File: src/rtl/muldiv_pkg.sv
// Shared definitions for the RV32M multiply/divide unit: op encodings, FSM states,
// width defaults and the fixed iteration count.
package muldiv_pkg;

   // Defaults mirror the project-wide widths in defines.vh.
   localparam int XLEN_DEF       = 32;
   localparam int HART_ID_W_DEF  = 1;
   localparam int REG_ADDR_W_DEF = 5;

   // Accept cycle + 32 one-bit steps + sign fix-up cycle.
   localparam int MULDIV_CYCLES  = 34;

   typedef enum logic [2:0] {
      OP_MUL    = 3'd0,
      OP_MULH   = 3'd1,
      OP_MULHSU = 3'd2,
      OP_MULHU  = 3'd3,
      OP_DIV    = 3'd4,
      OP_DIVU   = 3'd5,
      OP_REM    = 3'd6,
      OP_REMU   = 3'd7
   } muldiv_op_e;

   typedef enum logic [1:0] {
      ST_IDLE = 2'd0,
      ST_CALC = 2'd1,
      ST_DONE = 2'd2
   } muldiv_state_e;

endpackage

File: src/rtl/muldiv_div_core.sv
// Restoring divider datapath on unsigned magnitudes: one quotient bit per step.
// Quotient and partial remainder live in shift registers; load has priority over step.
module muldiv_div_core
   import muldiv_pkg::*;
#(
   parameter int XLEN = XLEN_DEF
) (
   input  logic            clk,
   input  logic            rst,
   input  logic            load,
   input  logic            step,
   input  logic [XLEN-1:0] dividend,
   input  logic [XLEN-1:0] divisor,
   output logic [XLEN-1:0] quotient,
   output logic [XLEN-1:0] remainder
);

   logic [XLEN-1:0] divisor_q;
   logic [XLEN:0]   shifted;
   logic [XLEN:0]   diff;

   // A set top bit of diff is a borrow: the divisor did not fit this step.
   assign shifted = {remainder, quotient[XLEN-1]};
   assign diff    = shifted - {1'b0, divisor_q};

   always_ff @(posedge clk or posedge rst) begin
      if (rst) begin
         quotient  <= '0;
         remainder <= '0;
         divisor_q <= '0;
      end else if (load) begin
         quotient  <= dividend;
         remainder <= '0;
         divisor_q <= divisor;
      end else if (step) begin
         if (!diff[XLEN]) begin
            remainder <= diff[XLEN-1:0];
            quotient  <= {quotient[XLEN-2:0], 1'b1};
         end else begin
            remainder <= shifted[XLEN-1:0];
            quotient  <= {quotient[XLEN-2:0], 1'b0};
         end
      end
   end

endmodule

File: src/rtl/muldiv_unit.sv
// Iterative RV32M multiply/divide unit with tagged requests and a one-cycle done pulse.
// Define MULDIV_FAST_MUL_EN to complete multiplies with a single 33x33 multiply in one cycle.
module muldiv_unit
   import muldiv_pkg::*;
#(
   parameter int XLEN       = XLEN_DEF,
   parameter int HART_ID_W  = HART_ID_W_DEF,
   parameter int REG_ADDR_W = REG_ADDR_W_DEF
) (
   input  logic                  clk,
   input  logic                  rst,
   input  logic                  muldiv_start,
   input  logic [2:0]            muldiv_op,
   input  logic [XLEN-1:0]       muldiv_a,
   input  logic [XLEN-1:0]       muldiv_b,
   input  logic [HART_ID_W-1:0]  muldiv_hart_id,
   input  logic [REG_ADDR_W-1:0] muldiv_rd,
   output logic                  muldiv_busy,
   output logic                  muldiv_done,
   output logic [XLEN-1:0]       muldiv_result,
   output logic [HART_ID_W-1:0]  muldiv_done_hart_id,
   output logic [REG_ADDR_W-1:0] muldiv_done_rd
);

   localparam int              CNT_W    = $clog2(MULDIV_CYCLES);
   localparam logic [CNT_W-1:0] LAST_CNT = CNT_W'(MULDIV_CYCLES - 2);
   localparam logic [XLEN-1:0] INT_MIN  = {1'b1, {(XLEN-1){1'b0}}};

   muldiv_state_e         state;
   logic [CNT_W-1:0]      cnt;
   muldiv_op_e            op_q;
   logic                  neg_q, special_q, fast_q;
   logic [XLEN-1:0]       special_res_q;
   logic [2*XLEN-1:0]     mcand_q, prod_q;
   logic [XLEN-1:0]       mplier_q;
   logic [HART_ID_W-1:0]  hart_q;
   logic [REG_ADDR_W-1:0] rd_q;

   muldiv_op_e      op_in;
   logic            accept, finish, a_sgn, b_sgn, neg_in, div_zero, div_ovf, fast_sel;
   logic [XLEN-1:0] mag_a, mag_b, special_res, quo, rem, final_res;
   logic [2*XLEN-1:0] mul_mag, signed_prod;

   assign op_in  = muldiv_op_e'(muldiv_op);
   assign accept = muldiv_start && (state != ST_CALC);
   assign finish = (state == ST_CALC) && (special_q || fast_q || (cnt == LAST_CNT));

   // Request decode: operand signedness, magnitudes, and the one-cycle special cases.
   always_comb begin
      a_sgn    = (op_in inside {OP_MUL, OP_MULH, OP_MULHSU, OP_DIV, OP_REM}) && muldiv_a[XLEN-1];
      b_sgn    = (op_in inside {OP_MUL, OP_MULH, OP_DIV, OP_REM}) && muldiv_b[XLEN-1];
      mag_a    = a_sgn ? -muldiv_a : muldiv_a;
      mag_b    = b_sgn ? -muldiv_b : muldiv_b;
      neg_in   = (op_in == OP_REM) ? a_sgn : (a_sgn ^ b_sgn);
      div_zero = muldiv_op[2] && (muldiv_b == '0);
      div_ovf  = (op_in inside {OP_DIV, OP_REM}) && (muldiv_a == INT_MIN) && (muldiv_b == '1);
      special_res = '0;
      if (div_zero)
         special_res = (op_in inside {OP_DIV, OP_DIVU}) ? '1 : muldiv_a;
      else if (div_ovf)
         special_res = (op_in == OP_DIV) ? INT_MIN : '0;
   end

`ifdef MULDIV_FAST_MUL_EN
   logic [2*XLEN-1:0] fast_prod;
   assign fast_prod = (2*XLEN)'($signed({1'b0, mcand_q[XLEN-1:0]}) * $signed({1'b0, mplier_q}));
   assign mul_mag   = fast_q ? fast_prod : prod_q;
   assign fast_sel  = ~muldiv_op[2];
`else
   assign mul_mag   = prod_q;
   assign fast_sel  = 1'b0;
`endif

   // Sign fix-up applied once, at completion, to the magnitude results.
   always_comb begin
      signed_prod = neg_q ? -mul_mag : mul_mag;
      case (op_q)
         OP_MUL:                        final_res = signed_prod[XLEN-1:0];
         OP_MULH, OP_MULHSU, OP_MULHU:  final_res = signed_prod[2*XLEN-1:XLEN];
         OP_DIV, OP_DIVU:               final_res = neg_q ? -quo : quo;
         default:                       final_res = neg_q ? -rem : rem;
      endcase
      if (special_q)
         final_res = special_res_q;
   end

   muldiv_div_core #(.XLEN(XLEN)) u_div_core (
      .clk       (clk),
      .rst       (rst),
      .load      (accept),
      .step      ((state == ST_CALC) && !finish),
      .dividend  (mag_a),
      .divisor   (mag_b),
      .quotient  (quo),
      .remainder (rem)
   );

   always_ff @(posedge clk or posedge rst) begin
      if (rst) begin
         state               <= ST_IDLE;
         cnt                 <= '0;
         op_q                <= OP_MUL;
         neg_q               <= 1'b0;
         special_q           <= 1'b0;
         fast_q              <= 1'b0;
         special_res_q       <= '0;
         mcand_q             <= '0;
         prod_q              <= '0;
         mplier_q            <= '0;
         hart_q              <= '0;
         rd_q                <= '0;
         muldiv_busy         <= 1'b0;
         muldiv_done         <= 1'b0;
         muldiv_result       <= '0;
         muldiv_done_hart_id <= '0;
         muldiv_done_rd      <= '0;
      end else begin
         muldiv_done <= 1'b0;
         case (state)
            ST_IDLE, ST_DONE: begin
               if (accept) begin
                  state         <= ST_CALC;
                  muldiv_busy   <= 1'b1;
                  cnt           <= '0;
                  op_q          <= op_in;
                  neg_q         <= neg_in;
                  special_q     <= div_zero || div_ovf;
                  special_res_q <= special_res;
                  fast_q        <= fast_sel;
                  mcand_q       <= {{XLEN{1'b0}}, mag_a};
                  mplier_q      <= mag_b;
                  prod_q        <= '0;
                  hart_q        <= muldiv_hart_id;
                  rd_q          <= muldiv_rd;
               end else begin
                  state       <= ST_IDLE;
                  muldiv_busy <= 1'b0;
               end
            end
            ST_CALC: begin
               if (finish) begin
                  state               <= ST_DONE;
                  muldiv_busy         <= 1'b0;
                  muldiv_done         <= 1'b1;
                  muldiv_result       <= final_res;
                  muldiv_done_hart_id <= hart_q;
                  muldiv_done_rd      <= rd_q;
               end else begin
                  cnt      <= cnt + 1'b1;
                  if (mplier_q[0])
                     prod_q <= prod_q + mcand_q;
                  mcand_q  <= mcand_q << 1;
                  mplier_q <= mplier_q >> 1;
               end
            end
            default: begin
               state       <= ST_IDLE;
               muldiv_busy <= 1'b0;
            end
         endcase
      end
   end

endmodule

File: config.mk
export PLATFORM = sky130hd
export DESIGN_NAME = muldiv_unit
export DESIGN_NICKNAME = d
export VERILOG_FILES = /design/src/rtl/muldiv_pkg.sv /design/src/rtl/muldiv_div_core.sv /design/src/rtl/muldiv_unit.sv
export SDC_FILE = /design/constraint.sdc
export NUM_CORES = 1
export LEC_CHECK = 0
export ABC_AREA = 1
export CAP_MARGIN = 20
export CORE_MARGIN = 2
export CORE_UTILIZATION = 45
export CTS_CLUSTER_SIZE = 30
export DETAILED_ROUTE_END_ITERATION = 10
export GPL_TIMING_DRIVEN = 0
export SLEW_MARGIN = 15
export SYNTH_ARGS = -nofsm -noshare
export SYNTH_HDL_FRONTEND = slang
export SYNTH_HIERARCHICAL = 1
export SYNTH_SLANG_ARGS = --single-unit
File: constraint.sdc
create_clock -name clk -period 7.1 [get_ports clk]
set_input_delay 0.71 -clock clk [delete_from_list [all_inputs] [get_ports clk]]
set_output_delay 0.71 -clock clk [all_outputs]
set_load 0.02 [all_outputs]
==> results of run 1 <==
-- tightest hold or removal path: cells and delay by family, from the launching register on --
kind / cells / cell delay [ns]
flip-flops: 1 / 0.34
AND/OR/NAND/NOR: 2 / 0.10
-- flip-flops by register name, indices dropped and copies added (netlist names), 2 cells and up --
name,count
mcand_q,64
mul_mag,64
mplier_q,32
muldiv_result,32
special_res_q,32
u_div_core/divisor_q,32
u_div_core/quotient,32
u_div_core/remainder,32
cnt,6
muldiv_done_rd,5
rd_q,5
op_q,3
state,2
-- layer usage --
layer,track usage (%),vias up,wire [um]
li1,-,15412,-
met1,48.93,14899,53050
met2,60.90,1176,57580
met3,5.203,241,8859
met4,13.63,8,4912
met5,0,-,55
-- synthesized netlist by cell type (27+ instances only) --
cell,instances
ha_1,103
clkbuf_1,54
buf_2,55
nand2_2,27
nand3_1,375
nand2_1,1496
xor2_1,48
a21oi_1,256
inv_1,720
o22ai_1,102
nor2_1,547
o21ai_0,235
o221ai_1,27
dfrtp_1,347
nand4_1,46
nor3_1,29
nand3b_1,28
-- logic make-up after synthesis --
group,Yosys count,synth area share [%]
xor gates and xnor gates,65,2.003
DFF,347,29.76
muxes,1,0.03859
and+or+nand+nor,2640,38.47
buffers and inverters,877,11.85
AOI/OAI and AO/OA,696,13.32
adders and majority gates,105,4.554
-- report_power, final --
part	internal [mW]	total (mW)	switching [mW]
clock	1.51	2.48	0.962
sequential	2.68	3.55	0.876
combinational	3.07	10.5	7.40
total	7.26	16.5	9.23
-- stage by stage --
stage	area (um^2)	utilization, %	cells	worst slack, ns	hold slack (ns)
global placement	31390	48.87	5700	0.6944	0.4634
finish	33190	51.67	5792	3.709	0.4781
detailed placement	31580	49.17	5709	3.800	0.4633
floorplan	29180	-	4731	3.088	0.4437
global route	33180	51.66	5789	3.642	0.5001
CTS	33180	51.66	5789	3.780	0.4811
-- final cells by class --
| cell class | instances | area, um^2 | share of cell area, % |
|---|---|---|---|
| Antenna cell | 3 | 7.507 | 0.02262 |
| Multi-Input combinational cell | 3507 | 17030 | 51.32 |
| Sequential cell | 347 | 8683 | 26.16 |
| Clock inverter | 23 | 379.1 | 1.142 |
| Clock buffer | 57 | 1220 | 3.676 |
| Inverter | 746 | 2809 | 8.463 |
| Timing Repair Buffer | 123 | 1329 | 4.004 |
| Tap cell | 855 | 1070 | 3.223 |
| Buffer | 131 | 658.1 | 1.983 |
-- worst paths after layout --
check,cells past startpoint,endpoint,slack [ns],start
max in group asynchronous,5,mcand_q[6],5.32,rst
setup reg to reg,12,u_div_core/remainder[31],3.71,state[0]
min in group asynchronous,2,u_div_core/remainder[19],0.58,rst
hold reg to reg,2,muldiv_result[10],0.48,muldiv_result[10]
hold / removal,2,muldiv_result[10],0.48,muldiv_result[10]
setup / recovery,12,u_div_core/remainder[31],3.71,state[0]
==> results.ini, run 1 <==
[power]
vdd_drop_max_mv = 0.3029
leakagePower_nw = 17.17
p_per_area_nw_per_um2 = 496.9
power.total_mw = 16.49

[floorplan]
rows = 93
die_x_um = 258.6
start_util_pct = 45.42
fp.dieH_um = 258.6
ioPinCount = 116
fp.dieArea_um2 = 66890
core_um2 = 64230

[timing]
skew_ns = 0.05220
finalMaxSlewViolations = 0
finalCriticalPeriod_ns = 3.391
rsz0062_at_grt = false
setup_violations = 0
hold_viol = 0
post-route-period-util_pct = 47.77
timing.fmax_mhz = 294.9
worstMarginPinSlew_ns = 1.136
slew_headroom_pct = 24.28
setup_tns_ns = 0

[run]
max_cap_violations = 0

[outcome]
outcome = complete, no violations

[cells_and_area]
final_common_cell = nand2_1
nets = 5081
drive_gt1_share_pct = 5.918
final_cell_mix = 1496 x nand2_1, 718 x inv_1, 547 x nor2_1, 375 x nand3_1, 347 x dfrtp_1
area_growth_pct = 13.76
fillers = 6874

[place]
dp_hpwl_um = 103900
numPortBuffers = 114
gp_congestion = 1.041

[synthesis]
synth_cell_type_count = 56
yosys-top-cells-area = dfrtp_1 30%, nand2_1 19%, inv_1 9.3%
syn_area_per_cell_um2 = 6.167
synth_top_area_share_pct = 29.76
synthArstFlopShare_pct = 100.0
synth_edf_count = 0
yosysTopAreaCell = dfrtp_1
ys_seq_area_share_pct = 29.76
synth-seq-cells = 347
syn_inst = 4731
synth_nets = 4912
synth_warnings = 6
synth_area_um2 = 29180
synthFlopType = dfrtp_1

[global_route]
grt_max_degree = 81
grt_use_total_pct = 36.81
grt_pass1_wl_um = 185200
overflow = 0
antenna_found_initial = 6
first_global_vias = 29703

[clock_tree]
cts-resized-gates = 0
cts_tree = yes
cts_buffers = 44
htree_levels = 2
postCtsSetupBuffers = 0
worstSkewPairLatency_ns = 0.61
ctsHoldBuffers = 0
clkTransAtPathRegs_ns = 0.06
clock_path_buffers = 3
root_buffer = clkbuf_16
clock_sinks = 347

[worst_setup_path]
path_cells = inv_2, nor2_8, nand3_2, inv_2, clkbuf_1, inv_1, nor2_1, clkbuf_1, nand2_1, nand2_1, nand2_1, nand2_1
crit_fanout = 11
end_kind = flop
startpoint_type = flop
crit_path_frequent_cell = nand2_1
max_stage_delay_ns = 0.77
cpLargestDelayFamily = buffers and inverters
crit_arrival_ns = 3.93
crit_slowest_cell = clkbuf_1
crit_type = reg -> reg
cp.required_ns = 7.64
critPathBufInv = 5

[routing]
vias = 31736
first_iter_violations = 3090
wl_per_cell_um = 21.49
drc = 0
first_pass_iters = 9
wl_um = 124500
antenna_left = 0
via_per_inst = 5.479

[worst_hold_path]
hold_class = reg -> reg

Power figures use the tool's default switching activity.
==> run 2, diff against run 1 <==
==> constraint.sdc (replaced) <==
create_clock -name clk -period 3.05 [get_ports clk]
set_input_delay 0.305 -clock clk [delete_from_list [all_inputs] [get_ports clk]]
set_output_delay 0.305 -clock clk [all_outputs]
set_load 0.02 [all_outputs]
==> run 2 against run 1 <==
Clock power up 130%. Worst setup slack got worse by 3.6 ns. Critical path depth shrank 2. Fmax rose by 14%. Register-to-register slack got worse by 3.6 ns. Die area unchanged. Cell count hardly changed. Critical endpoint is now muldiv_result[11]. Largest cell class unchanged.
==> results.ini, run 2 (same netlist as run 1, synthesis figures left out) <==
[worst_setup_path]
crit_type = reg -> reg
crit_arrival_ns = 3.52
cp-startpoint = op_q[1]
reg2reg_depth = 10
cp.required_ns = 3.60
cpLargestDelayFamily = simple AND/OR/NAND/NOR gates
cp.depth = 10
crit_end = muldiv_result[11]
startpoint_type = flop
crit_path_frequent_cell = nand2_1
path_cells = nor2_1, nand2_1, inv_1, buf_2, o21ai_0, a21oi_1, nor2_1, nand3_1, nand2_1, nand2_1
reg2reg_slack_ns = 0.09
crit_slowest_cell = dfrtp_1
end_kind = flop
r2r-start = op_q[1]
critPathBufInv = 2
crit_fanout = 10
reg2reg_to = muldiv_result[11]
max_stage_delay_ns = 0.49

[global_route]
grt_use_total_pct = 36.79
antenna_found_initial = 5
grt_pass1_wl_um = 185200
grt_max_degree = 81
first_global_vias = 29685
overflow = 0

[timing]
hold_viol = 0
worstMarginPinSlew_ns = 1.096
slew_headroom_pct = 26.96
setup_violations = 0
rsz0062_at_grt = false
post-route-period-util_pct = 97.17
finalCriticalPeriod_ns = 2.964
timing.fmax_mhz = 337.4
skew_ns = 0.05172
finalMaxSlewViolations = 0

[power]
leakagePower_nw = 17.18
p_sw_mw = 21.44
intPower_mw = 16.90
swShare_pct = 55.92
pwr-share-seq_pct = 21.6
power.total_mw = 38.34
combPwrFrac_pct = 63.4
p_per_area_nw_per_um2 = 1155
clkPwrFrac_pct = 15.0
vdd_drop_max_mv = 0.6997

[floorplan]
start_util_pct = 45.42
rows = 93
die_x_um = 258.6
ioPinCount = 116
fp.dieArea_um2 = 66890
fp.dieH_um = 258.6
core_um2 = 64230

[place]
dp_hpwl_um = 103900
numPortBuffers = 114
place_area_um2 = 31580
gp_congestion = 1.041

[clock_tree]
htree_levels = 2
ctsHoldBuffers = 0
root_buffer = clkbuf_16
cts_buffers = 44
clkTransAtPathRegs_ns = 0.06
cts_tree = yes
clock_sinks = 347
postCtsSetupBuffers = 0
worstSkewPairLatency_ns = 0.61
clock_path_buffers = 3

[cells_and_area]
drive_gt1_share_pct = 6.041
final_common_cell = nand2_1
fin_util_pct = 51.70
nets = 5080
fin_area_um2 = 33210
final_cell_mix = 1492 x nand2_1, 718 x inv_1, 547 x nor2_1, 375 x nand3_1, 346 x dfrtp_1
area_growth_pct = 13.82

[routing]
first_pass_iters = 9
via_per_inst = 5.494
wl_um = 124500
vias = 31804
antenna_left = 0
wl_per_cell_um = 21.50
first_iter_violations = 2886
drc = 0

[worst_hold_path]
hold_class = in -> async

[run]
max_cap_violations = 0

[outcome]
outcome = complete, no violations

-- run 2: what timing repair did --
item,CTS,global route
pin swaps,0,0
resized for setup,2,5
gates cloned,0,0
setup endpoints to repair,33,10
-- run 2: metal layers --
metal,global-route usage [%],vias up,wire length (um)
met3,5.155,241,8867
met2,60.77,1206,57420
li1,-,15401,-
met1,48.96,14952,53190
met4,13.76,4,4971
met5,0,-,24
-- run 2: worst min path at each step --
stage	startpoint	end	slack [ns]	cells past startpoint
4_1_cts	muldiv_a[22]	special_res_q[22]	0.14	3
2_1_floorplan	muldiv_hart_id	hart_q	0.43	2
5_1_grt	rst	u_div_core/remainder[20]	0.20	2
3_3_place_gp	mplier_q[21]	mplier_q[21]	0.46	2
6_report	rst	u_div_core/remainder[23]	0.18	2
3_5_place_dp	mplier_q[21]	mplier_q[21]	0.46	2
-- run 2: area by class of cell --
class,count,area [um^2]
Sequential cell,347,8685
Clock inverter,23,379.1
Multi-Input combinational cell,3507,17060
Antenna cell,1,2.502
Tap cell,855,1070
Timing Repair Buffer,123,1329
Buffer,130,654.4
Clock buffer,57,1220
Inverter,746,2809
Fill cell,6875,31020
-- run 2: power groups by stage --
stage                     logic, mW  clock network, mW  registers [mW]
after CTS                      23.8               5.84            8.15
after detailed placement       23.7                  0            8.21
after global routing           26.6               6.03            8.36
final                          24.3               5.75            8.26
after floorplan                15.6                  0            7.55
after global placement         23.6                  0            8.20
-- run 2: per-stage QoR --
stage               TNS [ns]  std cells  hold slack [ns]  setup WS [ns]
floorplan            -139.73       4731           0.4260        -0.5567
global route               0       5788           0.1950        0.02192
global placement     -876.08       5700           0.4634         -2.951
detailed placement    -5.353       5709           0.4633        -0.2335
finish                     0       5789           0.1772        0.08629
CTS                        0       5788           0.1364        0.07370
